==> src/rtl/ctech_lib_glitch_filt.sv <==
// ----------------------------------------------------------------------------
// ctech_lib_glitch_filt
// Glitch filter and synchronizer for slow, asynchronous control inputs.
// The raw input is passed through a SYNC_STAGES-deep synchronizer. A change
// reaches the output only after the synchronized level has disagreed with
// the output for FILT_CYC consecutive cycles.
//
// Parameters:
//   SYNC_STAGES  synchronizer depth (2..4)
//   FILT_CYC     cycles of disagreement needed before the output changes (1..255)
//   RST_VAL      reset/clear value of the sync chain and output
//
// Ports:
//   clk     block clock
//   rst     asynchronous active-high reset
//   d       raw asynchronous input
//   clr     synchronous clear, active-high
//   o       filtered, synchronized level
//   busy    high while a candidate change is being qualified
//   o_rise  one-cycle pulse on a rising edge of o (edge-detect build only)
//   o_fall  one-cycle pulse on a falling edge of o (edge-detect build only)
//
// Build option:
//   CTECH_LIB_GLITCH_FILT_EDGE_EN  when defined, o_rise/o_fall are registered
//   edge pulses; otherwise they are tied to 0 and no edge flops exist.
// ----------------------------------------------------------------------------
module ctech_lib_glitch_filt #(
    parameter int unsigned SYNC_STAGES = 2,
    parameter int unsigned FILT_CYC    = 4,
    parameter logic        RST_VAL     = 1'b0
) (
    input  logic clk,
    input  logic rst,
    input  logic d,
    input  logic clr,
    output logic o,
    output logic busy,
    output logic o_rise,
    output logic o_fall
);

    localparam int unsigned CW = $clog2(FILT_CYC + 1);

    typedef enum logic {
        IDLE = 1'b0,
        QUAL = 1'b1
    } state_t;

    logic [SYNC_STAGES-1:0] sync_q;
    logic                   s;
    state_t                 state_q, state_d;
    logic [CW-1:0]          cnt_q, cnt_d;
    logic                   o_q, o_d;

    assign s = sync_q[SYNC_STAGES-1];

    // Synchronizer chain; keeps sampling through clr.
    always_ff @(posedge clk or posedge rst) begin
        if (rst) begin
            sync_q <= {SYNC_STAGES{RST_VAL}};
        end else begin
            sync_q <= {sync_q[SYNC_STAGES-2:0], d};
        end
    end

    // Qualification state, counter and output level.
    always_ff @(posedge clk or posedge rst) begin
        if (rst) begin
            state_q <= IDLE;
            cnt_q   <= '0;
            o_q     <= RST_VAL;
        end else begin
            state_q <= state_d;
            cnt_q   <= cnt_d;
            o_q     <= o_d;
        end
    end

    // Next-state logic; clr overrides any qualification in progress.
    always_comb begin
        state_d = state_q;
        cnt_d   = cnt_q;
        o_d     = o_q;
        if (clr) begin
            state_d = IDLE;
            cnt_d   = '0;
            o_d     = RST_VAL;
        end else begin
            case (state_q)
                IDLE: begin
                    if (s != o_q) begin
                        // A single-cycle filter commits on first disagreement.
                        if (FILT_CYC == 1) begin
                            o_d = s;
                        end else begin
                            cnt_d   = CW'(1);
                            state_d = QUAL;
                        end
                    end
                end
                QUAL: begin
                    if (s == o_q) begin
                        cnt_d   = '0;
                        state_d = IDLE;
                    end else if (cnt_q == CW'(FILT_CYC - 1)) begin
                        o_d     = s;
                        cnt_d   = '0;
                        state_d = IDLE;
                    end else begin
                        cnt_d = cnt_q + CW'(1);
                    end
                end
                default: begin
                    state_d = IDLE;
                    cnt_d   = '0;
                end
            endcase
        end
    end

    assign o    = o_q;
    assign busy = (state_q == QUAL);

`ifdef CTECH_LIB_GLITCH_FILT_EDGE_EN
    logic rise_q, fall_q;

    // Pulses land in the same cycle that o first shows its new value.
    always_ff @(posedge clk or posedge rst) begin
        if (rst) begin
            rise_q <= 1'b0;
            fall_q <= 1'b0;
        end else begin
            rise_q <= o_d & ~o_q;
            fall_q <= ~o_d & o_q;
        end
    end

    assign o_rise = rise_q;
    assign o_fall = fall_q;
`else
    assign o_rise = 1'b0;
    assign o_fall = 1'b0;
`endif

endmodule

==> config.mk <==
export PLATFORM = sky130hd
export DESIGN_NAME = ctech_lib_glitch_filt
export DESIGN_NICKNAME = d
export VERILOG_FILES = /design/src/rtl/ctech_lib_glitch_filt.sv
export SDC_FILE = /design/constraint.sdc
export NUM_CORES = 1
export LEC_CHECK = 0
export CAP_MARGIN = 20
export CORE_AREA = 5 5 42 44
export CTS_CLUSTER_DIAMETER = 100
export DETAILED_ROUTE_END_ITERATION = 8
export DIE_AREA = 0 0 47 49
export HOLD_SLACK_MARGIN = 0.02
export SETUP_SLACK_MARGIN = 0.15
export SYNTH_ARGS = -nofsm -noshare
export SYNTH_HDL_FRONTEND = slang
export SYNTH_SLANG_ARGS = --single-unit
==> constraint.sdc <==
create_clock -name clk -period 1.7 [get_ports clk]
set_input_delay 0.34 -clock clk [delete_from_list [all_inputs] [get_ports clk]]
set_output_delay 0.34 -clock clk [all_outputs]
set_load 0.02 [all_outputs]
=== Word level (Yosys, flattened, before mapping) ===
Cells that the tools add are included.

* Multiplexer cells: 14
* Reductions and logical operators: 3
* Equal/unequal tests: 5
* Add/subtract/negate cells: 1
* Bitwise gates (word level): 1

{| class="wikitable"
|+ Operator list
! kind !! count
|-
| $mux 3 || 4
|-
| $mux 1 || 8
|-
| $pmux 3 s2 || 1
|-
| $reduce_bool 2->1 || 2
|-
| $add 3x1->3 const B || 1
|-
| $eq 3x2->1 const B || 1
|-
| $ne 3x3->1 const B || 1
|-
| $reduce_and 3->1 || 1
|-
| $ne 2x2->1 const B || 1
|-
| $pmux 1 s2 || 1
|-
| $eq 1x1->1 || 1
|-
| $ne 1x1->1 || 1
|-
| $not 1->1 || 1
|}

* Flip-flop bits (word level): 7
* Input port bits: 4
* Output and inout port bits: 4
* Logic and storage cells: 28

=== Longest topological paths before layout ===
* Depth in word-level cells: 5
* Mapped depth: 3

=== Worst setup path after synthesis ===
No wires, ideal clock.

* Kind: register to register
* Start point: reg o_q (netlist: o)
* End point: reg cnt_q[2]
* Period minus slack after synthesis: 1155 ps
* Cell stages (with the launch flop): 3
* Setup slack: 545 ps
* Arrival: 1030 ps
* Path through: dfrtp_1 -> xnor2_2 -> mux2_4

* Longest elaborated chain between the ends: 4

{| class="wikitable"
|+ Ends and longest elaborated chain
! element !! RTL line !! RTL
|-
| start: declaration || 53 || <nowiki>logic o_q, o_d;</nowiki>
|-
| start signal: assignment || 71 || <nowiki>o_q <= RST_VAL;</nowiki>
|-
| start signal: assignment || 75 || <nowiki>o_q <= o_d;</nowiki>
|-
| $eq 1x1->1 || 102 || <nowiki>if (s == o_q) begin</nowiki>
|-
| $mux 3 || 102 ||
|-
| $pmux 3 s2 || 89 || <nowiki>case (state_q)</nowiki>
|-
| $mux 3 || 84 || <nowiki>if (clr) begin</nowiki>
|-
| end signal: assignment || 74 || <nowiki>cnt_q <= cnt_d;</nowiki>
|-
| end: declaration || 52 || <nowiki>logic [CW-1:0] cnt_q, cnt_d;</nowiki>
|}

Several ways; a longest one is shown, not always the timed one.
A chain may end at the register's enable or synchronous reset.

=== Worst setup path in the final report ===
* Start point: reg state_q (netlist: busy)
* End point: out busy

{| class="wikitable"
|+ RTL lines
! element !! RTL line !! RTL
|-
| start: declaration || 51 || <nowiki>state_t state_q, state_d;</nowiki>
|-
| start signal: assignment || 73 || <nowiki>state_q <= state_d;</nowiki>
|-
| end: declaration || 37 || <nowiki>output logic busy,</nowiki>
|}

No word-level cell between the ends.

==> summary.md <==
| Metric | Value |
|---|---|
| Final setup violation count | `0` |
| Routability Congestion | `about 0.77` |
| Starting Density | `roughly 25%` |
| Sinks on Clock Net | `7` |
| Top-area cell type share of the netlist area | `50.9%` |
| Grt ovf | `0` |
| Status | `complete, no violations` |
| Crit path time final | `between 1 and 1.5 ns` |
| Antenna diode count | `0` |
| Slowest-stage cell, CP | `dfrtp_1` |
| Fmax | `between 700 and 800 MHz` |
| Gr busiest metal | `met2` |
| Post-CTS Hold Fix Bufs | `0` |
| Num CTS Buffers | `3` |
| Total GRT Usage | `under 10%` |
| Syn Inst Count | `27` |
| Crit. End Element | `output port` |
| Critical path buffer and inverter count | `1` |
| IO Pins | `8` |
| GR Util met2 | `just over 9%` |
| Initial DRC count | `0` |
| Arr. time, crit path | `about 1.1 ns` |
| Sequential element share of the synthesized area | `roughly half` |
| Worst-path clk slew | `0.05 ns` |
| Worst min path class | `input pin to async pin` |
| CTS H-Tree Depth | `1` |
| Pwr dens | `about 840 mW/mm^2` |
| Worst VDD drop | `about 240 uV` |
| Port bufs | `5` |
| DR vias/cell | `roughly 4.3` |
| Cell Rows | `14` |
| Setup TNS | `0 ns` |
| Most common cell after layout, fill and taps aside | `dfrtp_1` |
| Setup crit start kind | `flop` |
| Die ar. | `approximately 0.0023 mm^2` |
| Wire per inst | `~11 um` |
| Crit share post-route | `between 80% and 90%` |
| Slowest Stage Delay on Critical Path | `0.44 ns` |
| CORE AREA | `0.00140 mm^2` |
| Critical path cell sequence | `dlygate4sd2_1` |
| YS warnings | `0` |
| Final WL | `582 um` |
| Required time of the critical path | `roughly 1.4 ns` |
| Die width | `~47 um` |
| Grt met3 use | `~4%` |
| RSZ-0062 raised after global routing | `false` |
| Area grow syn2layout | `24.0%` |
| Max FO, Critical Path | `7` |
| Max_cap viols | `0` |
| Setup Skew | `roughly 0.0037 ns` |
| Proportion of layout cells with a drive suffix above 1 | `roughly 14%` |
| Synth top area cells | `dfrtp_1, mux2i_1, xnor2_2` |
| First-pass GRT wire length | `972 um` |
| Root Driver | `clkbuf_4` |
| CTS tree | `built` |
| Met1 Track Usage GR | `6.05%` |
| Leak Pwr | `approximately 0.21 nW` |
| HPWL after detailed placement | `about 460 um` |
| Final Hold Viols | `0` |
| Commonest cells after routing, fill and taps aside | `dfrtp_1, clkbuf_4, clkdlybuf4s50_1` |
| Via Count | `about 220` |
| Mapped Area | `344 um^2` |
| Yosys cell types | `18` |
| TritonRoute pass-1 iters | `1` |
| Largest net degree at the start of global routing | `9` |
| Vias in the first global route | `roughly 240` |
| Initial antenna violation count | `0` |
| Cell type with the largest total area after synthesis | `dfrtp_1` |
| Pins Over Slew Limit | `0` |
| CP Class | `flop to output port` |
| DR DRC count | `0` |
| Critical path's top delay family | `flip-flops` |
| Clk_lat worst skew | `about 0.25 ns` |
| Clk buf depth | `2` |
| Post-route ant nets | `0` |
| Avg Inst Size Synth | `approximately 13 um^2` |
| Synthesis-stage register bit count | `7` |
| Final hold slack | `approximately 0.32 ns` |
| Nets@finish | `about 40` |
| Die H | `between 40 and 50 um` |
[stage by stage]
| stage | worst slack, ns | total power, mW | cells | instance area (um^2) | utilization, % |
|---|---|---|---|---|---|
| floorplan | 0.545 | 0.202 | 28 | 348 | - |
| global placement | 0.196 | 0.212 | 47 | 403 | 28.7 |
| detailed placement | 0.145 | 0.214 | 47 | 403 | 28.7 |
| CTS | 0.299 | 0.366 | 51 | 427 | 30.4 |
| global route | 0.234 | 0.378 | 51 | 427 | 30.4 |
| finish | 0.309 | 0.359 | 51 | 427 | 30.4 |
[worst paths after layout]
kind | end | startpoint | slack [ns] | cells past startpoint
hold reg to reg | sync_q[1] | sync_q[0] | 0.35 | 0
setup / recovery | busy | busy | 0.31 | 1
hold / removal | cnt_q[1] | rst | 0.32 | 2
setup reg to reg | cnt_q[2] | sync_q[1] | 0.56 | 2
max in group asynchronous | sync_q[1] | rst | 1.17 | 2
min in group clk | sync_q[1] | sync_q[0] | 0.35 | 0
[state kept, by name, summed over array words and instances, names as in the netlist]
signal and flops:
busy 1, cnt_q 3, sync_q 2, o 1
[report_power, final]
group	total (mW)	internal [mW]	switching (mW)
Combinational	0.0318	0.0149	0.0169
Sequential	0.178	0.173	0.00558
Clock	0.149	0.0895	0.0598
[cell type report]
class | count | area [um^2]
clock buffers | 4 | 26.3
fillers | 154 | 975
inverters | 2 | 7.51
multi-input cells | 17 | 150
flip-flops and latches | 7 | 175
well taps | 16 | 20.0
repair buffers | 5 | 47.5
[layer usage]
| metal | vias to the layer above | routed length [um] | share of wire [%] |
|---|---|---|---|
| met3 | 2 | 60 | 10 |
| met5 | - | 0 | 0 |
| met1 | 103 | 214 | 37 |
| met4 | 0 | 17 | 2.9 |
| li1 | 103 | - | - |
| met2 | 9 | 291 | 50 |
[kinds of logic (layout without fill, tap and decap cells)]
family / Yosys count / count (layout) / share of synthesized area, %
muxes: 3 / 3 / 10.2
buffers and inverters: 4 / 11 / 6.54
other: 1 / 2 / 1.09
AOI/OAI and AO/OA: 2 / 2 / 4.37
and+or+nand+nor: 8 / 8 / 18.5
xor gates and xnor gates: 1 / 1 / 4.73
adders and majority gates: 1 / 1 / 3.64
DFF: 7 / 7 / 50.9
[synthesized netlist by cell type, drive strengths merged]
master and count:
nand2b 1, nor3 1, conb 1, ha 1, xnor2 1, mux2i 2, and3b 1, dfrtp 7
or2b 1, a21o 1, and4bb 1, mux2 1, buf 2, nand3b 1, a211oi 1, nor3b 1
or3b 1, inv 2
[repair_timing]
action / 4_1_cts / 5_1_grt
endpoints found under the setup margin: 2 / 0
gates resized for setup: 2 / 0
setup buffers: 0 / 0
(Power assumes the default switching activity.)
